--- config.mk ---
export PLATFORM = sky130hd
export DESIGN_NAME = pipe_hazard_ctrl
export DESIGN_NICKNAME = d
export VERILOG_FILES = /design/src/rtl/hazard_pkg.sv /design/src/rtl/mdu_scoreboard.sv /design/src/rtl/pipe_hazard_ctrl.sv
export SDC_FILE = /design/constraint.sdc
export NUM_CORES = 1
export LEC_CHECK = 0
export CAP_MARGIN = 20
export CORE_UTILIZATION = 40
export DETAILED_ROUTE_END_ITERATION = 16
export PLACE_DENSITY = 0.73
export SYNTH_ARGS = -nofsm -noshare
export SYNTH_HDL_FRONTEND = slang
export SYNTH_HIERARCHICAL = 1
export SYNTH_SLANG_ARGS = --single-unit
--- constraint.sdc ---
create_clock -name clock -period 4.6 [get_ports clock]
set_clock_uncertainty 0.1 [all_clocks]
set_input_delay 1.15 -clock clock [delete_from_list [all_inputs] [get_ports clock]]
set_output_delay 1.15 -clock clock [all_outputs]
set_load 0.01 [all_outputs]
--- src/rtl/hazard_pkg.sv ---
// Shared types and constants for the pipeline hazard / forwarding controller.
package hazard_pkg;

  // Forward-mux select encoding, shared with the datapath operand muxes
  typedef enum logic [1:0] {
    FWD_RF  = 2'b00,
    FWD_EXM = 2'b01,
    FWD_WB  = 2'b10,
    FWD_MDU = 2'b11
  } fwd_sel_e;

  // Data-memory handshake tracking
  typedef enum logic {
    RUN      = 1'b0,
    MEM_WAIT = 1'b1
  } hz_state_e;

  // Architectural x0: never a hazard, never forwarded
  localparam int REG_ZERO = 0;

endpackage

--- src/rtl/mdu_scoreboard.sv ---
// Tracks the single in-flight multi-cycle MDU op: pending-register bitmap,
// latency countdown, latched destination and the one-cycle completion pulse.
// All state holds while the pipeline is frozen.
module mdu_scoreboard
  import hazard_pkg::*;
#(
  parameter int REG_AW   = 5,
  parameter int NUM_REGS = 32,
  parameter int MDU_LAT  = 4,
  parameter int CNT_W    = 4
) (
  input  logic                clock,
  input  logic                reset,
  input  logic                freeze,
  input  logic                issue_req,
  input  logic [REG_AW-1:0]   issue_rd,
  output logic [NUM_REGS-1:0] pending,
  output logic                busy,
  output logic                done,
  output logic [REG_AW-1:0]   done_rd
);

  logic [CNT_W-1:0]    cnt_q;
  logic [REG_AW-1:0]   rd_q;
  logic                busy_q;
  logic [NUM_REGS-1:0] pending_q;
  logic [NUM_REGS-1:0] pending_d;
  logic                issue;

  assign busy    = busy_q;
  assign done    = busy_q && (cnt_q == '0) && !freeze;
  assign done_rd = rd_q;
  assign pending = pending_q;

  // A new op may start when idle or in the very cycle the old one retires
  assign issue = issue_req && !freeze && (!busy_q || done);

  // Next bitmap: release the retiring register first, then claim the new one
  always_comb begin
    pending_d = pending_q;
    if (done) begin
      pending_d[rd_q] = 1'b0;
    end
    if (issue && (issue_rd != REG_AW'(REG_ZERO))) begin
      pending_d[issue_rd] = 1'b1;
    end
  end

  // Counter, latched rd and bitmap advance only on unfrozen cycles
  always_ff @(posedge clock or posedge reset) begin
    if (reset) begin
      cnt_q     <= '0;
      rd_q      <= '0;
      busy_q    <= 1'b0;
      pending_q <= '0;
    end else if (!freeze) begin
      if (issue) begin
        busy_q <= 1'b1;
        cnt_q  <= CNT_W'(MDU_LAT - 1);
        rd_q   <= issue_rd;
      end else if (done) begin
        busy_q <= 1'b0;
      end else if (busy_q) begin
        cnt_q <= cnt_q - CNT_W'(1);
      end
      pending_q <= pending_d;
    end
  end

endmodule

--- src/rtl/pipe_hazard_ctrl.sv ---
// Central stall / flush / freeze / forwarding control for the 5-stage RV32
// pipeline, including the variable-latency data-memory freeze and the MDU
// scoreboard with completion bypass.
module pipe_hazard_ctrl
  import hazard_pkg::*;
#(
  parameter int REG_AW   = 5,
  parameter int NUM_REGS = 32,
  parameter int MDU_LAT  = 4,
  parameter int CNT_W    = 4
) (
  input  logic                clock,
  input  logic                reset,
  input  logic [REG_AW-1:0]   id_rs1,
  input  logic [REG_AW-1:0]   id_rs2,
  input  logic                id_use_rs1,
  input  logic                id_use_rs2,
  input  logic [REG_AW-1:0]   id_rd,
  input  logic                id_regwrite,
  input  logic                id_is_mdu,
  input  logic [REG_AW-1:0]   ex_rs1,
  input  logic [REG_AW-1:0]   ex_rs2,
  input  logic [REG_AW-1:0]   ex_rd,
  input  logic                ex_regwrite,
  input  logic                ex_memread,
  input  logic                ex_is_mdu,
  input  logic [REG_AW-1:0]   mem_rd,
  input  logic                mem_regwrite,
  input  logic                mem_memread,
  input  logic [REG_AW-1:0]   wb_rd,
  input  logic                wb_regwrite,
  input  logic                br_redirect,
  input  logic                dmem_req,
  input  logic                dmem_ready,
  output logic                stall_fe,
  output logic                bubble_ex,
  output logic                flush_fe,
  output logic                freeze,
  output logic [1:0]          fwd_a,
  output logic [1:0]          fwd_b,
  output logic                mdu_done,
  output logic [REG_AW-1:0]   mdu_done_rd,
  output logic [NUM_REGS-1:0] sb_pending
);

  hz_state_e           state_q;
  hz_state_e           state_d;
  logic                freeze_c;
  logic [NUM_REGS-1:0] pending;
  logic                mdu_busy;
  logic                done;
  logic [REG_AW-1:0]   done_rd;
  logic                hazard;
  logic                unused_ex_regwrite;

  // EX write-enable is not needed: load-use and MDU issue key off their own flags
  assign unused_ex_regwrite = ex_regwrite;

  mdu_scoreboard #(
    .REG_AW  (REG_AW),
    .NUM_REGS(NUM_REGS),
    .MDU_LAT (MDU_LAT),
    .CNT_W   (CNT_W)
  ) u_mdu_scoreboard (
    .clock    (clock),
    .reset    (reset),
    .freeze   (freeze_c),
    .issue_req(ex_is_mdu && !br_redirect),
    .issue_rd (ex_rd),
    .pending  (pending),
    .busy     (mdu_busy),
    .done     (done),
    .done_rd  (done_rd)
  );

  // Forward select for one EX operand; x0 is never forwarded
  function automatic fwd_sel_e pick_fwd(
    input logic [REG_AW-1:0] rs,
    input logic              done_v,
    input logic [REG_AW-1:0] done_rd_v,
    input logic              mem_we,
    input logic              mem_ld,
    input logic [REG_AW-1:0] mem_rd_v,
    input logic              wb_we,
    input logic [REG_AW-1:0] wb_rd_v
  );
    if (rs == REG_AW'(REG_ZERO))            return FWD_RF;
    if (done_v && (done_rd_v == rs))        return FWD_MDU;
    if (mem_we && !mem_ld && (mem_rd_v == rs)) return FWD_EXM;
    if (wb_we && (wb_rd_v == rs))           return FWD_WB;
    return FWD_RF;
  endfunction

  // Memory-wait FSM state register
  always_ff @(posedge clock or posedge reset) begin
    if (reset) begin
      state_q <= RUN;
    end else begin
      state_q <= state_d;
    end
  end

  // Memory-wait next state; freeze follows the live handshake in both states
  always_comb begin
    state_d  = state_q;
    freeze_c = 1'b0;
    case (state_q)
      RUN: begin
        freeze_c = dmem_req && !dmem_ready;
        if (freeze_c) begin
          state_d = MEM_WAIT;
        end
      end
      MEM_WAIT: begin
        freeze_c = dmem_req && !dmem_ready;
        if (dmem_ready) begin
          state_d = RUN;
        end
      end
      default: state_d = RUN;
    endcase
  end

  // Collect every reason the ID instruction cannot advance this cycle
  always_comb begin
    hazard = 1'b0;
    if (ex_memread && (ex_rd != REG_AW'(REG_ZERO)) &&
        ((id_use_rs1 && (id_rs1 == ex_rd)) || (id_use_rs2 && (id_rs2 == ex_rd)))) begin
      hazard = 1'b1;
    end
    if (id_use_rs1 && pending[id_rs1] && !(done && (done_rd == id_rs1))) begin
      hazard = 1'b1;
    end
    if (id_use_rs2 && pending[id_rs2] && !(done && (done_rd == id_rs2))) begin
      hazard = 1'b1;
    end
    if (id_regwrite && pending[id_rd] && !(done && (done_rd == id_rd))) begin
      hazard = 1'b1;
    end
    if (id_is_mdu && mdu_busy && !done) begin
      hazard = 1'b1;
    end
  end

  // Resolve freeze over flush over stall into pipeline-register controls
  always_comb begin
    stall_fe  = 1'b0;
    bubble_ex = 1'b0;
    flush_fe  = 1'b0;
    if (!freeze_c) begin
      if (br_redirect) begin
        flush_fe  = 1'b1;
        bubble_ex = 1'b1;
      end else if (hazard) begin
        stall_fe  = 1'b1;
        bubble_ex = 1'b1;
      end
    end
  end

  assign freeze      = freeze_c;
  assign fwd_a       = pick_fwd(ex_rs1, done, done_rd, mem_regwrite, mem_memread,
                                mem_rd, wb_regwrite, wb_rd);
  assign fwd_b       = pick_fwd(ex_rs2, done, done_rd, mem_regwrite, mem_memread,
                                mem_rd, wb_regwrite, wb_rd);
  assign mdu_done    = done;
  assign mdu_done_rd = done_rd;
  assign sb_pending  = pending;

endmodule
==> impl_metrics.tcl <==
set metrics [dict create \
    cts_hold_buf 0 \
    synth_fp_nets 399 \
    via_per_inst 6.42 \
    synth_area_per_cell_sq_um 10.4 \
    regToRegStartpoint "u_mdu_scoreboard/cnt_q[1]" \
    period_share_pct 98.7 \
    die-area_sq_mm 0.00934 \
    die_h_um 96.6 \
    regToRegSetupSlack_ns 2.27 \
    holdWs_ns 0.462 \
    grt_max_degree 43 \
    crit_path_cell_trace "clkdlybuf4s50_1 > buf_6 > mux4_2 > mux4_2 > mux2i_2 > o22a_2 > a41oi_1 > buf_2" \
    place_area_sq_mm 0.00484 \
    place.gp.congestion 0.947 \
    ys_ff_latch 42 \
    cp-start-kind "primary input" \
    grt_pass1_vias 3613 \
    hold_start "u_mdu_scoreboard/cnt_q[0]" \
    syn_to_final_growth_pct 40.6 \
    fillers 770 \
    io_pins 101 \
    synthFlopType "dfrtp_1" \
    cp_max_fo 9 \
    dp_hpwl_um 8800 \
    drc 0 \
    design_area_sq_mm 0.00504 \
    antenna_found_initial 0 \
    drv_cap 0 \
    clk_pin_slew_worst_paths_ns 0.09 \
    async_flop_share_pct 100 \
    io_buffers 99 \
    setup_tns_ns 0 \
    fp-row-count 34 \
    cp_slowest_stage_delay_ns 0.49 \
    die_x_um 96.6 \
    timing.fmax_mhz 220 \
    cts_made_buffers 5 \
    startpoint "id_rd[2]" \
    cts_sinks 42 \
    slew_headroom_pct 37.1 \
    critical-path-top-delay-family "multiplexers" \
    grt_util_all_layers_pct 27.2 \
    min_period_ns 4.54 \
    antennaDiodeCount 0 \
    final_antenna_net_count 0 \
    yosysSeqAreaShare_pct 29.3 \
    worstHoldPathCells 1 \
    synth_cell_types 51 \
    finalNetCount 518 \
    cp.arrival_ns 3.29 \
    core-area_sq_mm 0.00868 \
    critPathRequiredTime_ns 3.35 \
    power.leakage_nw 1.92 \
    setup.worst_path.end_class "output pin" \
    critPathSlowestCell "mux4_2" \
    setup_viol 0 \
    critPathBufInv 3 \
    crit_type "primary input to output pin" \
    syn_inst 343 \
    worstRegToRegCells 6 \
    htreeDepth 2 \
    slew_violations 0 \
    syn_area_sq_mm 0.00358 \
    cts_tree "done" \
    cellPowerDensity_mw_per_mm2 429 \
    start_util_pct 41.3 \
    rr_endpoint "u_mdu_scoreboard/pending[20]" \
    status "finished, final reports clean" \
    drt_iter0_markers 536 \
    cpMostUsedCell "mux4_2" \
    drive_gt1_share_pct 19.2 \
    utilization_pct 58.0 \
    yosysWarnings 6 \
    grt_pass1_wl_um 19800 \
    worstMarginPinSlew_ns 0.939 \
    root_buffer "clkbuf_8" \
    cts_buffer_depth 2 \
    hold_viol 0 \
    ir_drop_uv 259 \
    worst_hold_path_type "register to register" \
    grt_overflow 0 \
    wl_per_cell_um 22.1 \
    finalPower_mw 2.16 \
    drt_wl_total_um 12600 \
    min_to "u_mdu_scoreboard/cnt_q[0]" \
    vias 3664 \
    dr.pass1.iters 7 \
    synth_edf_count 0 \
    clk-insertion-delay-late_ns 0.30 \
]
cells by family after synthesis:
family                     synth area share (%)
buffers and inverters                      4.65
AOI/OAI and AO/OA                          17.2
muxes                                      21.3
adders and majority gates                 0.349
and+or+nand+nor                            13.7
DFF                                        29.3
xor gates and xnor gates                   13.4
stage by stage:
stage          setup slack, ns  instances
4_1_cts                 0.0170        570
2_1_floorplan            0.298        343
5_1_grt               -0.00964        571
3_3_place_gp            -0.418        558
3_5_place_dp            -0.447        558
6_report                0.0585        571
report_power, final:
| part | switching, mW | internal (mW) | total [mW] |
|---|---|---|---|
| Clock | 0.136 | 0.162 | 0.298 |
| Combinational | 0.534 | 0.601 | 1.14 |
| Sequential | 0.242 | 0.483 | 0.725 |
placed cells by master, fill, tap and decap left out, types with 3 or more instances in the layout:
master,count
xnor2_1,31
clkdlybuf4s50_1,90
nand3b_1,9
nor4_1,6
nand2_1,14
dfrtp_1,42
or3b_2,6
xor2_1,24
nand3_1,7
dlygate4sd2_1,4
mux2i_1,7
o21ai_0,6
o21ai_1,32
nor4bb_1,3
clkbuf_8,5
inv_1,7
nor2_1,8
buf_4,29
mux4_2,23
o31ai_1,31
nand4_1,8
a21oi_1,6
buf_12,3
or4_1,4
mux2_2,7
nor2b_1,4
worst register-to-register path, stage by stage, from the launching register on:
cell and delay (ns):
dfrtp_1 0.42, inv_1 0.10, ha_1 0.21, or4b_1 0.48, buf_4 0.26, o31ai_1 0.41, o21ai_1 0.18
cell usage after synthesis (8+ instances only):
cell / n / area share, %
dfrtp_1: 42 / 29
o21ai_1: 31 / 4.3
o31ai_1: 31 / 6.5
xnor2_1: 31 / 7.6
xor2_1: 24 / 5.9
mux4_2: 21 / 13
nand2_1: 14 / 1.5
clkbuf_1: 10 / 1.0
nand3b_1: 9 / 1.9
mux2i_1: 8 / 2.2
nand4_1: 8 / 1.4
nor2_1: 8 / 0.84
layout make-up:
class	count	area, sq um	area share (%)
multi-input cells	271	2370	47.0
repair buffers	135	1350	26.8
flip-flops and latches	42	1050	20.9
well taps	108	135	2.68
clock buffers	6	72.6	1.44
clock inverters	2	37.5	0.745
inverters	7	26.3	0.522
worst max-delay path by stage:
| stage | to | slack (ns) | cells after the start |
|---|---|---|---|
| final | bubble_ex | 0.06 | 8 |
| after global placement | bubble_ex | -0.42 | 8 |
| after global routing | bubble_ex | -0.01 | 8 |
| after floorplan | bubble_ex | 0.30 | 9 |
| after detailed placement | bubble_ex | -0.45 | 8 |
| after CTS | stall_fe | 0.02 | 8 |
metal layers:
layer / vias up / part of all wire, % / global-route usage, %
li1: 1580 / - / -
met1: 1756 / 37 / 34.0
met2: 268 / 47 / 43.7
met3: 60 / 11 / 7.51
met4: 0 / 4.8 / 12.7
met5: - / 0 / 0
state kept, by name (all words and copies together) (netlist names):
signal / count
u_mdu_scoreboard/pending: 32
u_mdu_scoreboard/done_rd: 5
u_mdu_scoreboard/cnt_q: 4
u_mdu_scoreboard/busy: 1
what timing repair did:
item                                    4_1_cts  5_1_grt
cloned                                        2        1
buffers inserted                              2        0
endpoints found under the setup margin        6        2
gates resized for setup                      18        8
pin swaps                                     3        1
(Power assumes the default switching activity.)
